--- src/rtl/uart_mc_pkg.sv ---
// Shared encodings for the multi-channel UART: bus op codes, command codes,
// read-word status bit positions and the per-channel FSM states.
package uart_mc_pkg;

    localparam logic [1:0] PINOOP = 2'b00;
    localparam logic [1:0] PIWROP = 2'b01;
    localparam logic [1:0] PIRDOP = 2'b10;
    localparam logic [1:0] PIRWOP = 2'b11;

    localparam logic [1:0] CMDGETUSAGE  = 2'd0;
    localparam logic [1:0] CMDSETRXINTR = 2'd1;
    localparam logic [1:0] CMDSETSPEED  = 2'd2;
    localparam logic [1:0] CMDSETTXINTR = 2'd3;

    localparam int unsigned VALIDBIT = 8;
    localparam int unsigned FERRBIT  = 9;
    localparam int unsigned OVRBIT   = 10;

    typedef enum logic [1:0] {TxIdle, TxStart, TxData, TxStop} tx_state_e;
    typedef enum logic [1:0] {RxIdle, RxStart, RxData, RxStop} rx_state_e;

endpackage

--- src/rtl/uart_mc_ch.sv ---
// One 8N1 UART channel: TX/RX FIFOs, baud divisors, interrupt thresholds,
// overrun flag and the two serial FSMs.
module uart_mc_ch
    import uart_mc_pkg::*;
#(
    parameter int unsigned ARCHBITSZ = 32,
    parameter int unsigned BUFSZ     = 16,
    parameter int unsigned CLKFREQ   = 1
) (
    input  logic                 clk_i,
    input  logic                 rst_i,
    input  logic                 wr_i,
    input  logic                 rd_i,
    input  logic                 cmd_i,
    input  logic [ARCHBITSZ-1:0] data_i,
    input  logic                 intr_clr_i,
    input  logic                 rx_i,
    output logic                 tx_o,
    output logic [ARCHBITSZ-1:0] rdata_o,
    output logic                 intr_o
);
    localparam int unsigned ArgW = ARCHBITSZ - 2;
    localparam int unsigned AW   = $clog2(BUFSZ);
    localparam int unsigned UW   = AW + 1;
    localparam logic [UW-1:0] Full = UW'(BUFSZ);

    logic [1:0]      cmd;
    logic [ArgW-1:0] arg;
    assign cmd = data_i[ARCHBITSZ-1 -: 2];
    assign arg = data_i[ArgW-1:0];

    logic [ArgW-1:0] rx_thr_q, tx_thr_q, tx_div_q, rx_div_q;
    logic            ovr_q;

    // TX FIFO
    logic [7:0]    txf_mem [BUFSZ];
    logic [AW-1:0] txf_wp_q, txf_rp_q;
    logic [UW-1:0] txf_cnt_q;
    logic          txf_push, txf_pop;

    // RX FIFO, entries are {ferr, byte}
    logic [8:0]    rxf_mem [BUFSZ];
    logic [AW-1:0] rxf_wp_q, rxf_rp_q;
    logic [UW-1:0] rxf_cnt_q;
    logic          rxf_push, rxf_pop, rx_ovf;

    tx_state_e       tx_st_q;
    logic [ArgW-1:0] tx_cnt_q, tx_lat_q;
    logic [2:0]      tx_bit_q;
    logic [7:0]      tx_sh_q;
    logic            tx_q;

    rx_state_e       rx_st_q;
    logic [ArgW-1:0] rx_cnt_q, rx_lat_q;
    logic [2:0]      rx_bit_q;
    logic [7:0]      rx_sh_q;
    logic            rx_push_q;
    logic [8:0]      rx_pdata_q;
    logic            rx_s1_q, rx_s2_q, rx_s3_q;

    assign txf_pop  = (tx_st_q == TxIdle) && (tx_div_q != '0) && (txf_cnt_q != '0);
    assign txf_push = wr_i && ((txf_cnt_q != Full) || txf_pop);
    assign rxf_pop  = rd_i && (rxf_cnt_q != '0);
    assign rxf_push = rx_push_q && ((rxf_cnt_q != Full) || rxf_pop);
    assign rx_ovf   = rx_push_q && !rxf_push;

    always_ff @(posedge clk_i) begin
        if (txf_push) txf_mem[txf_wp_q] <= data_i[7:0];
        if (rxf_push) rxf_mem[rxf_wp_q] <= rx_pdata_q;
    end

    always_ff @(posedge clk_i) begin
        if (rst_i) begin
            txf_wp_q  <= '0;
            txf_rp_q  <= '0;
            txf_cnt_q <= '0;
            rxf_wp_q  <= '0;
            rxf_rp_q  <= '0;
            rxf_cnt_q <= '0;
        end else begin
            if (txf_push) txf_wp_q <= txf_wp_q + 1'b1;
            if (txf_pop)  txf_rp_q <= txf_rp_q + 1'b1;
            txf_cnt_q <= txf_cnt_q + UW'(txf_push) - UW'(txf_pop);
            if (rxf_push) rxf_wp_q <= rxf_wp_q + 1'b1;
            if (rxf_pop)  rxf_rp_q <= rxf_rp_q + 1'b1;
            rxf_cnt_q <= rxf_cnt_q + UW'(rxf_push) - UW'(rxf_pop);
        end
    end

    // A command in the same cycle as an acknowledge edge overrides the clear.
    always_ff @(posedge clk_i) begin
        if (rst_i) begin
            rx_thr_q <= '0;
            tx_thr_q <= '0;
            tx_div_q <= '0;
            rx_div_q <= '0;
            ovr_q    <= 1'b0;
        end else begin
            if (intr_clr_i) begin
                rx_thr_q <= '0;
                tx_thr_q <= '0;
            end
            if (cmd_i) begin
                case (cmd)
                    CMDSETRXINTR: rx_thr_q <= arg;
                    CMDSETSPEED: begin
                        tx_div_q <= arg;
                        rx_div_q <= arg + (arg >> 5);
                    end
                    CMDSETTXINTR: tx_thr_q <= arg;
                    default: ;
                endcase
            end
            if (rd_i)   ovr_q <= 1'b0;
            if (rx_ovf) ovr_q <= 1'b1;
        end
    end

    always_comb begin
        rdata_o = '0;
        if (cmd_i) begin
            case (cmd)
                CMDGETUSAGE: rdata_o = ARCHBITSZ'(arg[0] ? txf_cnt_q : rxf_cnt_q);
                CMDSETSPEED: rdata_o = ARCHBITSZ'(CLKFREQ);
                default:     rdata_o = ARCHBITSZ'(BUFSZ);
            endcase
        end else begin
            if (rxf_cnt_q != '0) begin
                rdata_o[7:0]     = rxf_mem[rxf_rp_q][7:0];
                rdata_o[VALIDBIT] = 1'b1;
                rdata_o[FERRBIT]  = rxf_mem[rxf_rp_q][8];
            end
            rdata_o[OVRBIT] = ovr_q;
        end
    end

    assign intr_o = ((rx_thr_q != '0) && (ArgW'(rxf_cnt_q) >= rx_thr_q)) ||
                    ((tx_thr_q != '0) && (ArgW'(txf_cnt_q) < tx_thr_q));

    // tx_o trails the state by one cycle so the line is fully registered.
    always_ff @(posedge clk_i) begin
        if (rst_i) begin
            tx_st_q  <= TxIdle;
            tx_cnt_q <= '0;
            tx_lat_q <= '0;
            tx_bit_q <= '0;
            tx_sh_q  <= '0;
            tx_q     <= 1'b1;
        end else begin
            case (tx_st_q)
                TxIdle: begin
                    if (txf_pop) begin
                        tx_sh_q  <= txf_mem[txf_rp_q];
                        tx_lat_q <= tx_div_q;
                        tx_cnt_q <= '0;
                        tx_bit_q <= '0;
                        tx_st_q  <= TxStart;
                    end
                end
                TxStart: begin
                    if (tx_cnt_q == tx_lat_q - 1'b1) begin
                        tx_cnt_q <= '0;
                        tx_st_q  <= TxData;
                    end else tx_cnt_q <= tx_cnt_q + 1'b1;
                end
                TxData: begin
                    if (tx_cnt_q == tx_lat_q - 1'b1) begin
                        tx_cnt_q <= '0;
                        tx_sh_q  <= tx_sh_q >> 1;
                        tx_bit_q <= tx_bit_q + 1'b1;
                        if (tx_bit_q == 3'd7) tx_st_q <= TxStop;
                    end else tx_cnt_q <= tx_cnt_q + 1'b1;
                end
                TxStop: begin
                    if (tx_cnt_q == tx_lat_q - 1'b1) tx_st_q <= TxIdle;
                    else tx_cnt_q <= tx_cnt_q + 1'b1;
                end
                default: tx_st_q <= TxIdle;
            endcase
            tx_q <= (tx_st_q == TxStart) ? 1'b0 : (tx_st_q == TxData) ? tx_sh_q[0] : 1'b1;
        end
    end

    assign tx_o = tx_q;

    always_ff @(posedge clk_i) begin
        if (rst_i) begin
            rx_s1_q <= 1'b1;
            rx_s2_q <= 1'b1;
            rx_s3_q <= 1'b1;
        end else begin
            rx_s1_q <= rx_i;
            rx_s2_q <= rx_s1_q;
            rx_s3_q <= rx_s2_q;
        end
    end

    always_ff @(posedge clk_i) begin
        if (rst_i) begin
            rx_st_q    <= RxIdle;
            rx_cnt_q   <= '0;
            rx_lat_q   <= '0;
            rx_bit_q   <= '0;
            rx_sh_q    <= '0;
            rx_push_q  <= 1'b0;
            rx_pdata_q <= '0;
        end else begin
            rx_push_q <= 1'b0;
            case (rx_st_q)
                RxIdle: begin
                    if ((rx_div_q != '0) && rx_s3_q && !rx_s2_q) begin
                        rx_lat_q <= rx_div_q;
                        rx_cnt_q <= '0;
                        rx_st_q  <= RxStart;
                    end
                end
                RxStart: begin
                    // Mid-start check rejects glitches shorter than half a bit.
                    if (rx_cnt_q == (rx_lat_q >> 1)) begin
                        rx_cnt_q <= '0;
                        rx_bit_q <= '0;
                        rx_st_q  <= rx_s2_q ? RxIdle : RxData;
                    end else rx_cnt_q <= rx_cnt_q + 1'b1;
                end
                RxData: begin
                    if (rx_cnt_q == rx_lat_q - 1'b1) begin
                        rx_cnt_q <= '0;
                        rx_sh_q  <= {rx_s2_q, rx_sh_q[7:1]};
                        rx_bit_q <= rx_bit_q + 1'b1;
                        if (rx_bit_q == 3'd7) rx_st_q <= RxStop;
                    end else rx_cnt_q <= rx_cnt_q + 1'b1;
                end
                RxStop: begin
                    if (rx_cnt_q == rx_lat_q - 1'b1) begin
                        rx_push_q  <= 1'b1;
                        rx_pdata_q <= {!rx_s2_q, rx_sh_q};
                        rx_st_q    <= RxIdle;
                    end else rx_cnt_q <= rx_cnt_q + 1'b1;
                end
                default: rx_st_q <= RxIdle;
            endcase
        end
    end

endmodule

--- src/rtl/uart_mc_hw.sv ---
// Multi-channel UART on a pi1 slave port: channel decode, registered read
// data, acknowledge edge detection and the shared interrupt line.
module uart_mc_hw
    import uart_mc_pkg::*;
#(
    parameter int unsigned ARCHBITSZ = 32,
    parameter int unsigned NCHAN     = 2,
    parameter int unsigned BUFSZ     = 16,
    parameter int unsigned CLKFREQ   = 1,
    parameter int unsigned ADDRBITSZ = ARCHBITSZ - $clog2(ARCHBITSZ / 8)
) (
    input  logic                   clk_i,
    input  logic                   rst_i,
    input  logic [1:0]             pi1_op_i,
    input  logic [ADDRBITSZ-1:0]   pi1_addr_i,
    input  logic [ARCHBITSZ-1:0]   pi1_data_i,
    output logic [ARCHBITSZ-1:0]   pi1_data_o,
    input  logic [ARCHBITSZ/8-1:0] pi1_sel_i,
    output logic                   pi1_rdy_o,
    output logic [ADDRBITSZ-1:0]   pi1_mapsz_o,
    output logic                   intrqst_o,
    input  logic                   intrdy_i,
    input  logic [NCHAN-1:0]       rx_i,
    output logic [NCHAN-1:0]       tx_o
);
    localparam int unsigned W   = $clog2(64 / ARCHBITSZ);
    localparam int unsigned ChW = (NCHAN > 1) ? $clog2(NCHAN) : 1;

    logic [ChW-1:0]       ch_sel;
    logic [NCHAN-1:0]     hit, ch_intr;
    logic [ARCHBITSZ-1:0] ch_rdata [NCHAN];
    logic [ARCHBITSZ-1:0] rsel;
    logic [ARCHBITSZ-1:0] data_q;
    logic                 intrdy_q, intr_clr;
    logic                 unused_ok;

    assign ch_sel    = pi1_addr_i[W +: ChW];
    assign intr_clr  = intrdy_q && !intrdy_i;
    assign unused_ok = ^{pi1_sel_i, pi1_addr_i};

    for (genvar i = 0; i < NCHAN; i++) begin : g_ch
        assign hit[i] = (NCHAN == 1) || (ch_sel == ChW'(i));

        uart_mc_ch #(
            .ARCHBITSZ(ARCHBITSZ),
            .BUFSZ    (BUFSZ),
            .CLKFREQ  (CLKFREQ)
        ) u_ch (
            .clk_i     (clk_i),
            .rst_i     (rst_i),
            .wr_i      (hit[i] && (pi1_op_i == PIWROP)),
            .rd_i      (hit[i] && (pi1_op_i == PIRDOP)),
            .cmd_i     (hit[i] && (pi1_op_i == PIRWOP)),
            .data_i    (pi1_data_i),
            .intr_clr_i(intr_clr),
            .rx_i      (rx_i[i]),
            .tx_o      (tx_o[i]),
            .rdata_o   (ch_rdata[i]),
            .intr_o    (ch_intr[i])
        );
    end

    always_comb begin
        rsel = '0;
        for (int i = 0; i < NCHAN; i++) begin
            if (hit[i]) rsel = ch_rdata[i];
        end
    end

    always_ff @(posedge clk_i) begin
        if (rst_i) begin
            data_q   <= '0;
            intrdy_q <= 1'b0;
        end else begin
            intrdy_q <= intrdy_i;
            if ((pi1_op_i == PIRDOP) || (pi1_op_i == PIRWOP)) data_q <= rsel;
        end
    end

    assign pi1_data_o  = data_q;
    assign pi1_rdy_o   = 1'b1;
    assign pi1_mapsz_o = ADDRBITSZ'(NCHAN * (64 / ARCHBITSZ));
    assign intrqst_o   = |ch_intr;

endmodule

--- config.mk ---
export PLATFORM = sky130hd
export DESIGN_NAME = uart_mc_hw
export DESIGN_NICKNAME = d
export VERILOG_FILES = /design/src/rtl/uart_mc_pkg.sv /design/src/rtl/uart_mc_ch.sv /design/src/rtl/uart_mc_hw.sv
export SDC_FILE = /design/constraint.sdc
export NUM_CORES = 2
export LEC_CHECK = 0
export BUFFER_PORTS_ARGS = -buffer_cell sky130_fd_sc_hd__buf_2
export CORE_MARGIN = 2
export CORE_UTILIZATION = 50
export CTS_BUF_LIST = sky130_fd_sc_hd__clkbuf_8
export DETAILED_ROUTE_END_ITERATION = 10
export GPL_ROUTABILITY_DRIVEN = 0
export PLACE_DENSITY = 0.66
export SKIP_CTS_REPAIR_TIMING = 1
export SLEW_MARGIN = 20
export SYNTH_ARGS = -nofsm -noshare
export SYNTH_HDL_FRONTEND = slang
export SYNTH_SLANG_ARGS = --single-unit
--- constraint.sdc ---
create_clock -name clk_i -period 4.9 [get_ports clk_i]
set_clock_uncertainty 0.15 [all_clocks]
set_input_delay 0.245 -clock clk_i [delete_from_list [all_inputs] [get_ports clk_i]]
set_output_delay 0.245 -clock clk_i [all_outputs]
set_load 0.005 [all_outputs]
Word level (Yosys, flattened, before mapping)
Memory sizes are Yosys's and may differ from the RTL's. A register that Yosys moved wholly into a read port is not among the register bits.
Cells that the tools add are included.
{"block": "totals", "in_bits": 73, "ff_bits": 647, "ramBits": 544, "elab_cells": 352, "out_inout_bits": 66, "n_memories": 4}
{"name": "g_ch[0].u_ch.rxf_mem", "depth": 16, "word_bits": 9, "read_ports": 1, "rd_ports_with_merged_regs": 1, "wr": 1, "line": "uart_mc_ch.sv:42", "rtl": "logic [8:0] rxf_mem [BUFSZ];"}
{"name": "g_ch[1].u_ch.rxf_mem", "depth": 16, "word_bits": 9, "read_ports": 1, "rd_ports_with_merged_regs": 1, "wr": 1, "line": "uart_mc_ch.sv:42"}
{"name": "g_ch[0].u_ch.txf_mem", "depth": 16, "word_bits": 8, "read_ports": 1, "rd_ports_with_merged_regs": 1, "wr": 1, "line": "uart_mc_ch.sv:36", "rtl": "logic [7:0] txf_mem [BUFSZ];"}
{"name": "g_ch[1].u_ch.txf_mem", "depth": 16, "word_bits": 8, "read_ports": 1, "rd_ports_with_merged_regs": 1, "wr": 1, "line": "uart_mc_ch.sv:36"}
{"block": "op_classes", "n_bitwise": 3, "addsub": 29, "n_mux": 111, "reduce_logical": 89, "magnitude_cmp": 4, "eq_ne": 56}
{"cell": "30-bit two-way mux", "count": 26}
{"cell": "30-bit one-hot mux with 4 select lines", "count": 2}
{"cell": "30-bit nonzero test", "count": 8}
{"cell": "30-bit one-hot mux with 3 select lines", "count": 2}
{"cell": "32-bit one-hot mux with 2 select lines", "count": 2}
{"cell": "30-bit by 1-bit adder with 30-bit output, second input constant", "count": 4}
{"cell": "30-bit equality test", "count": 4}
{"cell": "30-bit by 1-bit subtractor with 30-bit output, second input constant", "count": 4}
{"cell": "30-bit by 29-bit equality test with 1-bit output", "count": 2}
{"cell": "5-bit by 30-bit greater-or-equal comparator with 1-bit output", "count": 2}
{"cell": "5-bit by 30-bit less-than comparator with 1-bit output", "count": 2}
{"cell": "2-bit two-way mux", "count": 22}
{"cell": "21-bit two-way mux", "count": 2}
{"cell": "2-bit by 1-bit != test with 1-bit output, second input constant", "count": 20}
{"cell": "4-bit by 1-bit adder with 4-bit output, second input constant", "count": 8}
{"cell": "32-bit two-way mux", "count": 1}
{"cell": "4-bit two-way mux", "count": 8}
{"cell": "8-bit two-way mux", "count": 4}
{"cell": "2-bit one-hot mux with 4 select lines", "count": 4}
{"cell": "8-bit one-hot mux with 2 select lines", "count": 2}
{"cell": "30-bit by 25-bit adder with 30-bit output", "count": 1}
{"cell": "2-bit AND reduction", "count": 14}
{"cell": "1-bit logical AND", "count": 27}
{"cell": "2-bit equality test, second input constant", "count": 12}
{"cell": "22 further kinds", "count": 109}

Logic depth before layout (Yosys ltp)
{"block": "depth", "depth_word": 8, "mapped_depth": 17, "depth_no_buf": 15}

By module
Synthesis repeated with hierarchy kept, for this count alone.
{"block": "hier_totals", "cells_unflattened": 5387, "area_unflattened_um2": 57692.8}
{"mod": "uart_mc_ch (g_ch[0].u_ch)", "cells_each": 2568, "n_inst": 1, "area_each_um2": 27981.8, "seq_area_each_um2": 14473.9}
{"mod": "uart_mc_ch (g_ch[1].u_ch)", "cells_each": 2631, "n_inst": 1, "area_each_um2": 27954.3, "seq_area_each_um2": 14473.9}
{"mod": "uart_mc_hw", "cells_each": 188, "n_inst": 1, "area_each_um2": 1756.7, "seq_area_each_um2": 660.6}

Worst setup path after synthesis
OpenSTA, ideal clock, no wires.
{"block": "synth_path", "path_type": "reg-to-reg", "from": "register g_ch[1].u_ch.rx_lat_q[13]", "to": "register g_ch[1].u_ch.rx_cnt_q[29]", "setup_slack_ns": 0.802, "t_arrival_ns": 3.831, "n_path_buf": 3, "path_stages_with_launch": 13, "required_time_ns": 4.633, "setup_time_ns": 0.117, "synth_period_minus_slack_ns": 4.098, "path_cell_list": "dfxtp_1 buf_6 or4_4 or4b_4 a2111oi_2 o221ai_1 or4_1 or4b_4 o31ai_2 nor2_1 buf_2 buf_4 a22o_1"}
{"block": "synth_via", "elab_chain_len": 4, "word_cells_on_any_way": 8, "classes_between": "add/sub: 1; eq/ne: 3; mux: 3; reduce/logical: 1"}
{"element": "start: declaration", "line": "uart_mc_ch.sv:54", "rtl": "logic [ArgW-1:0] rx_cnt_q, rx_lat_q;"}
{"element": "start signal: assignment", "line": "uart_mc_ch.sv:212", "rtl": "rx_lat_q <= rx_div_q;"}
{"element": "30-bit by 1-bit subtractor with 30-bit output", "line": "uart_mc_ch.sv:226, uart_mc_ch.sv:234"}
{"element": "30-bit equality test", "line": "uart_mc_ch.sv:226, uart_mc_ch.sv:234"}
{"element": "30-bit two-way mux / 2-bit != test (equally long branches)"}
{"element": "30-bit one-hot mux with 4 select lines / 2-bit AND reduction (equally long branches)"}
{"element": "end signal: assignment", "line": "uart_mc_ch.sv:223", "rtl": "end else rx_cnt_q <= rx_cnt_q + 1'b1;"}
{"element": "end signal: assignment", "line": "uart_mc_ch.sv:231", "rtl": "end else rx_cnt_q <= rx_cnt_q + 1'b1;"}
{"element": "end signal: assignment", "line": "uart_mc_ch.sv:238", "rtl": "end else rx_cnt_q <= rx_cnt_q + 1'b1;"}
{"element": "end: declaration", "line": "uart_mc_ch.sv:54"}
Several ways; a longest one is shown, not always the timed one.
A chain may end at the register's enable or synchronous reset.

Worst setup path in the final report
{"block": "layout_path", "from": "register g_ch[1].u_ch.rx_lat_q[13]", "to": "register g_ch[1].u_ch.rx_cnt_q[27]"}
The elaborated chain is that of the path after synthesis.

==> flow_summary_export.csv <==
group,metric,value,unit
outcome,status,"finished, final reports clean",
sta,finalSetupViolCount,0,
layout,final_common_cell,"dfxtp_1",
yosys,synth_top_cell_area_share,0.298,
place,place_ws,0.395,ns
worst_hold_path,hold_path.class,"input pin to register",
die,die_w,335,um
yosys,ys.flop_type,"dfxtp_1",
cts,root_buffer,"clkbuf_8",
layout,final_cells,6717,
sta,fin_crit,4.53,ns
sta,rsz0062_at_grt,"no",
yosys,ys_ff_latch,1186,
layout,fin_nets,5357,
sta,timing.fmax,0.221,GHz
die,die_h,335,um
drt,dr_total_vias,38800,
drt,route.detailed.drc,0,
drt,routedWlPerCell,19.6,um
layout,mostFrequentLayoutCells,"dfxtp_1 (637), nand2_1 (631), edfxtp_1 (544), nor2_1 (412), a21oi_1 (400)",
run,drv_cap,0,
critical_path,end_kind,"register",
critical_path,worstSetupPathType,"register to register",
yosys,ys_warn_count,0,
place,dpl_cell_area,0.0562,mm^2
yosys,syn_area_per_cell,10.7,um^2
sta,hold_violations,0,
critical_path,cp.arrival,5.16,ns
sta,tns,0,ns
layout,drive_gt1_frac,0.120,
die,dieArea,0.112,mm^2
die,io_pins,139,
power,p_per_area,376,mW/mm^2
sta,min_period_over_period,0.924,
critical_path,worstPathRequired,5.53,ns
yosys,yosysTopAreaCell,"edfxtp_1",
place,dp_hpwl,88600,um
drt,ant_nets,0,
sta,slew_viol_final,0,
global_route,grt_pass1_vias,36700,
yosys,synth.distinct_cells,91,
global_route,grt_overflow,0,
place,io_buffers,53,
cts,cts_buffers,191,
die,start_util,0.504,
yosys,synth_edf_count,544,
drt,wl,132000,um
yosys,synth.top_cells.by_area,"edfxtp_1 (30%), dfxtp_1 (23%), mux4_2 (6.9%)",
layout,syn2layout_area_growth,9.80,%
cts,htree_num_levels,4,
die,rows,121,
critical_path,crit_path_start_kind,"register",
sta,slew_headroom,0.248,
die,core,0.109,mm^2
sta,layout_setup_ws,0.373,ns
yosys,syn_area,0.0549,mm^2
power,ir_drop,0.279,mV
power,p_leak,22.3,nW
drt,initialDrtViolationCount,3173,
drt,first_pass_iters,6,
cts,cts_sinks,1186,
cts,cts.clk_slew.worst_paths,0.06,ns
yosys,async_reset_ff_frac,0,
global_route,grt_usage,0.232,
sta,tightest_slew,1.12,ns
critical_path,path_max_fanout,17,
global_route,antenna_found_initial,6,
yosys,ys_seq_area_frac,0.532,
global_route,grt_max_degree,227,
global_route,grt_pass1_wl,207000,um
place,dp.cells,6336,
yosys,syn_inst,5128,
cts,worstSkewPairLatency,0.88,ns
power,p_total,22.7,mW
drt,vias_per_cell,5.78,
cts,cts_tree,"done",
cts,clk_path_buf_depth,3,
layout,final_cell_area,0.0603,mm^2
-- Yosys cell counts (all sizes together) (36+ instances only) --
| cell type | n |
|---|---|
| dfxtp | 642 |
| nand2 | 632 |
| edfxtp | 544 |
| nor2 | 418 |
| a21oi | 400 |
| clkbuf | 296 |
| nand3 | 208 |
| mux4 | 167 |
| xor2 | 154 |
| xnor2 | 152 |
| mux2i | 136 |
| ha | 121 |
| nor4 | 120 |
| inv | 117 |
| buf | 104 |
| nor3 | 99 |
| nand4 | 68 |
| o21ai | 62 |
| and3 | 59 |
| nand2b | 46 |
| a211oi | 45 |
| or3 | 44 |
| a21o | 39 |
| nor2b | 36 |
-- final timing paths --
check        slack, ns                      start  depth (start not counted)                         to
max               0.37  g_ch[1].u_ch.rx_lat_q[13]                         10  g_ch[1].u_ch.rx_cnt_q[27]
max reg2reg       0.37  g_ch[1].u_ch.rx_lat_q[13]                         10  g_ch[1].u_ch.rx_cnt_q[27]
min               0.01              pi1_data_i[5]                          4   g_ch[1].u_ch.rx_div_q[0]
min reg2reg       0.24       g_ch[1].u_ch.rx_s1_q                          1       g_ch[1].u_ch.rx_s2_q
-- layer usage --
metal,GRT usage,part of all wire,up-vias
met5,0,0,-
met1,0.327,0.45,18900
met3,0.0396,0.060,219
met4,0.0698,0.023,0
li1,-,-,18600
met2,0.369,0.46,1115
-- critical path, cell delays in order (launching register included) --
cell and delay [ns]:
dfxtp_1 0.31, or4_4 0.57, or4b_4 0.54, a2111oi_2 0.39
o221ai_1 0.16, or4_1 0.52, or4b_4 0.59, o31ai_2 0.30
nor2_1 0.27, buf_4 0.31, a221o_1 0.29
-- stage by stage --
| step | utilization | hold WS [ns] |
|---|---|---|
| final | 0.554 | 0.0100 |
| after global routing | 0.554 | 0.000809 |
| after CTS | 0.550 | -0.656 |
| after detailed placement | 0.516 | 0.244 |
| after global placement | 0.516 | 0.251 |
| after floorplan | - | 0.194 |
-- power by group --
group	internal [mW]	switching, mW	total [mW]
combinational	1.52	2.06	3.58
sequential	10.5	0.351	10.9
clock	4.25	3.98	8.23
-- cell type report --
type	instances	area [um^2]
multi-input combinational	3475	23800
tap	1414	1770
clock inverter	126	792
clock buffer	208	2860
antenna	4	10.0
fill	9197	48600
sequential	1186	29200
inverter	117	439
timing repair buffer	187	1430
-- state kept, by name, summed over array words and instances, names as in the netlist, 6 cells and up, named ones only --
| name | count |
|---|---|
| g_ch.u_ch.rx_pdata_q | 18 |
| g_ch.u_ch.rx_lat_q | 60 |
| g_ch.u_ch.txf_mem | 256 |
| g_ch.u_ch.rxf_cnt_q | 10 |
| g_ch.u_ch.rx_thr_q | 60 |
| g_ch.u_ch.rx_sh_q | 16 |
| g_ch.u_ch.txf_wp_q | 8 |
| g_ch.u_ch.tx_thr_q | 60 |
| g_ch.u_ch.rx_bit_q | 6 |
| g_ch.u_ch.rxf_rp_q | 8 |
| g_ch.u_ch.tx_bit_q | 6 |
| pi1_data_o | 11 |
| g_ch.u_ch.tx_sh_q | 16 |
| g_ch.u_ch.tx_cnt_q | 60 |
| g_ch.u_ch.tx_div_q | 60 |
| g_ch.u_ch.txf_rp_q | 8 |
| g_ch.u_ch.rxf_wp_q | 8 |
| g_ch.u_ch.rx_cnt_q | 60 |
| g_ch.u_ch.rxf_mem | 288 |
| g_ch.u_ch.tx_lat_q | 60 |
| g_ch.u_ch.rx_div_q | 60 |
| g_ch.u_ch.txf_cnt_q | 10 |
-- kinds of logic (layout without fill, tap and decap cells) --
group	count (synthesis)	count (layout)	share of synthesized area
AO/OA/AOI/OAI	769	769	0.0866
XOR/XNOR	307	307	0.0493
adder cells (fa/ha/maj)	126	126	0.0294
buffers and inverters	517	638	0.0401
flip-flops	1186	1186	0.532
multiplexers	308	308	0.0943
other	2	56	0.000137
AND/OR/NAND/NOR	1913	1913	0.168
Power figures use the tool's default switching activity.
